`config.mk`:
```
export PLATFORM = sky130hd
export DESIGN_NAME = firebird7_in_gate1_tessent_tdr_w19
export DESIGN_NICKNAME = d
export VERILOG_FILES = /design/src/rtl/firebird7_in_gate1_tessent_pkg.sv /design/src/rtl/firebird7_in_gate1_tessent_tdr_w19.sv
export SDC_FILE = /design/constraint.sdc
export NUM_CORES = 1
export LEC_CHECK = 0
export CAP_MARGIN = 20
export CORE_MARGIN = 3
export CORE_UTILIZATION = 35
export DETAILED_ROUTE_END_ITERATION = 10
export PLACE_DENSITY = 0.71
export SYNTH_ARGS = -nofsm -noshare
export SYNTH_HDL_FRONTEND = slang
export SYNTH_SLANG_ARGS = --single-unit
```
`constraint.sdc`:
```
create_clock -name ijtag_tck -period 1.3 [get_ports ijtag_tck]
set_input_delay 0.26 -clock ijtag_tck [delete_from_list [all_inputs] [get_ports ijtag_tck]]
set_output_delay 0.26 -clock ijtag_tck [all_outputs]
set_load 0.005 [all_outputs]
```
`src/rtl/firebird7_in_gate1_tessent_pkg.sv`:
```
// Shared definitions for the gate1 IJTAG override logic: default mux width,
// field positions inside the TDR word, and the packed {data, sel} word type.
package firebird7_in_gate1_tessent_pkg;

  // Default override width; matches the gate1 data mux.
  localparam int WIDTH_DEFAULT = 19;

  // Field positions inside the TDR word (shift stage and update stage alike).
  localparam int TDR_SEL_BIT  = 0;
  localparam int TDR_DATA_LSB = 1;

  // Packed TDR word: select in bit 0, data above it.
  typedef struct packed {
    logic [WIDTH_DEFAULT-1:0] data;
    logic                     sel;
  } tdr_word_t;

  // Build a TDR word from its two fields.
  function automatic tdr_word_t tdr_pack(input logic [WIDTH_DEFAULT-1:0] data,
                                         input logic sel);
    tdr_word_t w;
    w.data = data;
    w.sel  = sel;
    return w;
  endfunction

endpackage

```
`src/rtl/firebird7_in_gate1_tessent_tdr_w19.sv`:
```
// IJTAG test data register driving the override side of the gate1 data mux.
// A WIDTH+1 bit shift stage (select in bit 0, data above) is loaded serially
// or captures the mux output; an update stage holds the value presented to
// the mux so its outputs only move on update edges.
module firebird7_in_gate1_tessent_tdr_w19
  import firebird7_in_gate1_tessent_pkg::*;
#(
  parameter int               WIDTH      = WIDTH_DEFAULT,
  parameter logic [WIDTH-1:0] RESET_DATA = '0
) (
  input  logic             ijtag_tck,
  input  logic             ijtag_reset,
  input  logic             ijtag_sel,
  input  logic             ijtag_ce,
  input  logic             ijtag_se,
  input  logic             ijtag_ue,
  input  logic             ijtag_si,
  output logic             ijtag_so,
  input  logic [WIDTH-1:0] capture_data_in,
  output logic [WIDTH-1:0] ijtag_data_out,
  output logic             ijtag_select_out
);

  logic [WIDTH:0]   sr_reg;
  logic [WIDTH-1:0] upd_data_reg;
  logic             upd_sel_reg;

  // Enables only count while this TDR is on the active scan path; capture
  // takes priority over shift when both are requested.
  logic capture_en;
  logic shift_en;
  logic update_en;

  assign capture_en = ijtag_sel & ijtag_ce;
  assign shift_en   = ijtag_sel & ijtag_se & ~ijtag_ce;
  assign update_en  = ijtag_sel & ijtag_ue;

  // Shift stage: capture the observed mux output plus current select, or
  // shift LSB-first with scan-in entering at the MSB.
  always_ff @(posedge ijtag_tck or negedge ijtag_reset) begin
    if (!ijtag_reset) begin
      sr_reg <= {RESET_DATA, 1'b0};
    end else if (capture_en) begin
      sr_reg <= {capture_data_in, upd_sel_reg};
    end else if (shift_en) begin
      sr_reg <= {ijtag_si, sr_reg[WIDTH:1]};
    end
  end

  // Update stage: copy the pre-edge shift stage to the mux-facing registers;
  // reset drops the select so the mux falls back to functional data.
  always_ff @(posedge ijtag_tck or negedge ijtag_reset) begin
    if (!ijtag_reset) begin
      upd_data_reg <= RESET_DATA;
      upd_sel_reg  <= 1'b0;
    end else if (update_en) begin
      upd_data_reg <= sr_reg[WIDTH:TDR_DATA_LSB];
      upd_sel_reg  <= sr_reg[TDR_SEL_BIT];
    end
  end

  // Outputs come straight from registers; scan-out is ungated here because
  // the upstream SIB/mux decides whether it is on the path.
  assign ijtag_so         = sr_reg[TDR_SEL_BIT];
  assign ijtag_data_out   = upd_data_reg;
  assign ijtag_select_out = upd_sel_reg;

endmodule

```
# --- Yosys cells after proc, flatten, opt, wreduce, memory -nomap -nowiden ---
# Index checks and enable logic that the tools add are counted.
totals:
  reg_bits: 40
  in_bits: 26
classes:
  mux: 2
  bitwise: 5
  reduce_logical: 1
ops:
  columns: ["cell", "n"]
  rows:
  - ["20-bit two-way mux", 2]
  - ["1-bit bitwise AND", 4]
  - ["2-bit nonzero test", 1]
  - ["1-bit NOT", 1]

# --- Logic depth before layout (Yosys ltp) ---
depth:
  word_depth: 4
  depth_mapped: 5
  mapped_depth_nobuf: 3

# --- Worst setup path after synthesis ---
# Ideal clock, no wire load.
synth_path:
  kind: "input to register"
  from: "input ijtag_ue"
  to: "register upd_data_reg[0] (netlist: ijtag_data_out[0])"
  t_arrival_ps: 818
  setup_slack_ps: 357
  stages: 3
  path_cell_list: "nand2_1 -> buf_6 -> mux2_4"
synth_between:
  elab_chain_len: 1
synth_lines:
  columns: ["item", "line_no", "source"]
  rows:
  - ["from (decl)", "firebird7_in_gate1_tessent_tdr_w19.sv:16", "input logic ijtag_ue,"]
  - ["1-bit bitwise AND", "firebird7_in_gate1_tessent_tdr_w19.sv:36", "assign update_en = ijtag_sel & ijtag_ue;"]
  - ["to (signal assigned)", "firebird7_in_gate1_tessent_tdr_w19.sv:57", "upd_data_reg <= sr_reg[WIDTH:TDR_DATA_LSB];"]
  - ["to (decl)", "firebird7_in_gate1_tessent_tdr_w19.sv:25", "logic [WIDTH-1:0] upd_data_reg;"]
# No other way between the ends.
# A chain may end at the register's enable or synchronous reset.

# --- Worst setup path after layout ---
layout_path:
  from: "register upd_data_reg[4] (netlist: ijtag_data_out[4])"
  to: "output ijtag_data_out[4]"
layout_rtl:
  columns: ["item", "line_no", "source"]
  rows:
  - ["to (decl)", "firebird7_in_gate1_tessent_tdr_w19.sv:20", "output logic [WIDTH-1:0] ijtag_data_out,"]
# No word-level cell between the ends.

==> results.txt <==
- Die area: about 6000 µm²
- Number of remaining DRC errors: 0
- Setup repair after global routing missed its margin: false
- Entering global routing, the biggest net connects 41 pins.
- Fraction of power spent switching nets: 25.7%
- The synthesized design contains 0 enable-type register cells.
* Final setup violation count: 0
* Worst setup slack before clock tree synthesis: -0.180 ns
- Clock H-tree levels: 2
* Largest delay share family, worst path: flip-flops
- Startpoint type of the worst setup path: flop
- Final #Nets: between 200 and 250
- Clock latency on the worst-skew pair: 0.29 ns
* TritonCTS clock tree: built
- Warnings from Yosys: 0
- The synthesized netlist occupies a cell area of ~1800 µm².
- The number of hold violations in the final report came to 0.
- Synth Instances: 158
* Commonest cells in the netlist: sky130_fd_sc_hd__nor3_1, sky130_fd_sc_hd__dfrtp_1, sky130_fd_sc_hd__mux2_4, sky130_fd_sc_hd__o22ai_1, sky130_fd_sc_hd__buf_2
* Synthesis-to-finish area growth: 41.3%
* Fraction of power consumed by the clock network: between 20% and 30%
- In the finished design, the share of the clock period the worst path needs comes to around 93%.
- Via count: 1472
* Total nets after synthesis: 184
- In the routed layout, each cell is associated on average with a via count of just over 5.
- Global routing consumed, on the met2 layer, between 20% and 30% of the routing resources.
- The setup check on the worst reg-to-reg path leaves a slack of a little over 0.4 ns.
* Grt total ovfl: 0
- Critical Path Sink: ijtag_data_out[4]
* HPWL Detailed: between 2 and 3 mm
* Max Clock Freq: ~0.83 GHz
- Of all flip-flops after synthesis, the portion carrying an async set or reset was 100%.
* GRT Util Overall: 14.8%
- NetSw: around 0.95 mW
- The top cell type by area accounts for between 50% and 60% of the synthesized area.
- Part of the Yosys area used for sequential elements: roughly 55%
- The number of global-route vias before repair is ~1500.
* Class of the tightest hold or removal check: input pin to async pin
- In this run the number of cells on the critical path is 1.
* Classification of the worst setup path: flop to primary output
- The endpoint identified for the worst register-to-register timing path is ijtag_select_out.
* Clock tree sinks: 40
- Worst voltage drop across the vdd grid: approximately 730 µV
- Ranked by total cell area, the synthesized netlist is headed by sky130_fd_sc_hd__dfrtp_1, sky130_fd_sc_hd__mux2_4, sky130_fd_sc_hd__nor3_1, sky130_fd_sc_hd__o22ai_1, sky130_fd_sc_hd__buf_2.
- The initial antenna violation count was 0.
- Once the floorplan was initialized, standard cells occupied a little under two fifths of the core.
- The netlist uses 9 different library cells.
* Most numerous cell in the Yosys netlist: sky130_fd_sc_hd__nor3_1
* Number of storage elements in the synthesis netlist: 40
- Proportion of power drawn by flip-flops and latches: a little under half
- Data arrival, critical path: approximately 0.95 ns
- Measured along the x axis, the die boundary spans just under 80 µm.
* Worst clock skew on the final layout: 0.00896 ns
- Crit path setup slack, layout: 0.0926 ns
* Worst-path maximum fanout: 2
- Register clock-pin slew on the reported worst setup and hold paths: roughly 0.070 ns
- Counting the fill cells in the layout gives ~460.
- Clock buffer count from CTS: 5
- The floorplan has 25 rows.
* Max-slew headroom at the worst pin: a little under nine tenths
* Wire length per cell after detailed routing: between 10 and 15 µm
- Sequential cell area: 1000 µm²
* Routability Congestion: 0.773
- The first global-routing pass estimated 7.10 mm of wire.
- The flow ran to the end, and the final reports show no timing, DRC or antenna violations.
- Ratio of cells with drive above 1 in the final layout: between 20 and 25%
- Floorplan die height: between 70 and 80 µm
- Tracing the worst setup path back leads to its startpoint at ijtag_data_out[4].
* Avg Synthesized Cell Area: about 12 µm²
* Crit-path cells: dlygate4sd2_1
* Power Internal: 2.75 mW
* Depth of the most critical reg-to-reg path: 2
- Multi-input logic area: 737 µm²
* GRT busiest layer: met2
- Router iterations before antenna repair: 4
* Critical path capture point type: primary output
- The first routing iteration left around 140 violations.
- Dividing total power by cell area gives a power density of approximately 1400 nW/µm².
- The completed layout was analyzed and its total power is between 3 and 4 mW.
* Routed wire length: approximately 4.2 mm
* Max-cap check violation count: 0
* Master of the slowest instance on the critical path: sky130_fd_sc_hd__dfrtp_1
- Placeable core region: approximately 4900 µm²
* Minimum clock period after layout: 1.21 ns
- IO Pins: 47
- Pins Over Slew Limit: 0
* Met3 routing resource usage after global routing: 3.44%
- Number of buffers on the longest clock path: 2
- Required time of the critical path: 1.04 ns
* Synth Flop Type: sky130_fd_sc_hd__dfrtp_1
* Post-synthesis cell type with the largest combined area: sky130_fd_sc_hd__dfrtp_1
* FF-to-FF Start: sr_reg[0]
* Worst slew pin tran: ~0.22 ns
* ANT cells: 0
- For this design the static power due to leakage is around 1.1 nW.
- The register with the most flip-flops in the layout has 20 of them.
* Buffers plus inverters on the worst setup path: 1
- The share of total power dissipated in combinational logic is between 20% and 30%.
- During placement, the flow inserted port buffers numbering between 40 and 50.
* Largest stage delay, worst path: 0.39 ns
- Clock root buffer: sky130_fd_sc_hd__clkbuf_8
- Met1 usage in global routing: a little under 20%
- Setup Total Neg Slack: 0 ns
* DRT antenna net count: 0
[power by group through the flow]
stage | combinational (mW) | clock [mW] | sequential, mW
6_report | 1.01 | 0.985 | 1.70
5_1_grt | 1.11 | 1.07 | 1.75
4_1_cts | 1.03 | 1.02 | 1.70
3_5_place_dp | 1.00 | 0 | 1.75
3_3_place_gp | 0.985 | 0 | 1.74
2_1_floorplan | 0.449 | 0 | 1.72
[how the worst min path moves through the flow]
| stage | startpoint | to | slack (ns) | depth (start not counted) |
|---|---|---|---|---|
| 6_report | ijtag_reset | ijtag_data_out[12] | 0.46 | 3 |
| 2_1_floorplan | ijtag_reset | ijtag_data_out[0] | -0.04 | 0 |
| 3_3_place_gp | ijtag_reset | ijtag_data_out[12] | 0.24 | 2 |
| 4_1_cts | ijtag_reset | sr_reg[19] | 0.47 | 3 |
| 5_1_grt | ijtag_reset | ijtag_data_out[12] | 0.50 | 3 |
| 3_5_place_dp | ijtag_reset | ijtag_data_out[12] | 0.24 | 2 |
[final cells by class]
cell class                 instances  area share, %
sequential                        40           38.9
multi-input combinational        103           28.6
timing repair buffer              68           25.1
tap                               67           3.25
clock buffer                       6           2.82
clock inverter                     2           1.36
[cell usage in the layout, fill, tap and decap left out, drive strengths merged]
| cell type | instances |
|---|---|
| dfrtp | 40 |
| clkdlybuf4s50 | 24 |
| nor3 | 60 |
| nand2 | 3 |
| clkinv | 1 |
| bufinv | 1 |
| buf | 22 |
| clkbuf | 6 |
| dlygate4sd3 | 1 |
| dlygate4sd2 | 21 |
| mux2 | 20 |
| o22ai | 20 |
[layer usage]
layer	vias to the layer above	part of all wire, %
li1	713	-
met4	0	2.3
met1	714	45
met5	-	0
met2	35	48
met3	10	4.1
[cells by family (layout without fill, tap and decap cells)]
group / count (synthesis) / after routing / share of synthesized area, %
muxes: 20 / 20 / 16.5
DFF: 40 / 40 / 54.9
AOI/OAI and AO/OA: 20 / 20 / 6.86
buffers and inverters: 15 / 76 / 4.67
and+or+nand+nor: 63 / 63 / 17.1
[worst register-to-register path, stage by stage (launching register included)]
cell and delay, ns:
sky130_fd_sc_hd__dfrtp_1 0.38, sky130_fd_sc_hd__buf_4 0.14, sky130_fd_sc_hd__mux2_4 0.26
[metrics by stage]
stage,hold WS (ns),util [%],instance area (µm²),std cells
2_1_floorplan,-0.0356,-,1820,158
6_report,0.460,52.8,2580,286
3_3_place_gp,0.243,49.4,2410,267
3_5_place_dp,0.245,49.4,2410,267
4_1_cts,0.467,52.8,2580,286
5_1_grt,0.503,52.8,2580,286
[repair_timing]
item	in CTS	in global routing
setup buffers	10	0
hold buffers	1	0
hold endpoints to repair	40	0
gates resized for setup	21	0
setup endpoints to repair	21	0
No activity file was read; power rests on OpenSTA's default activity.
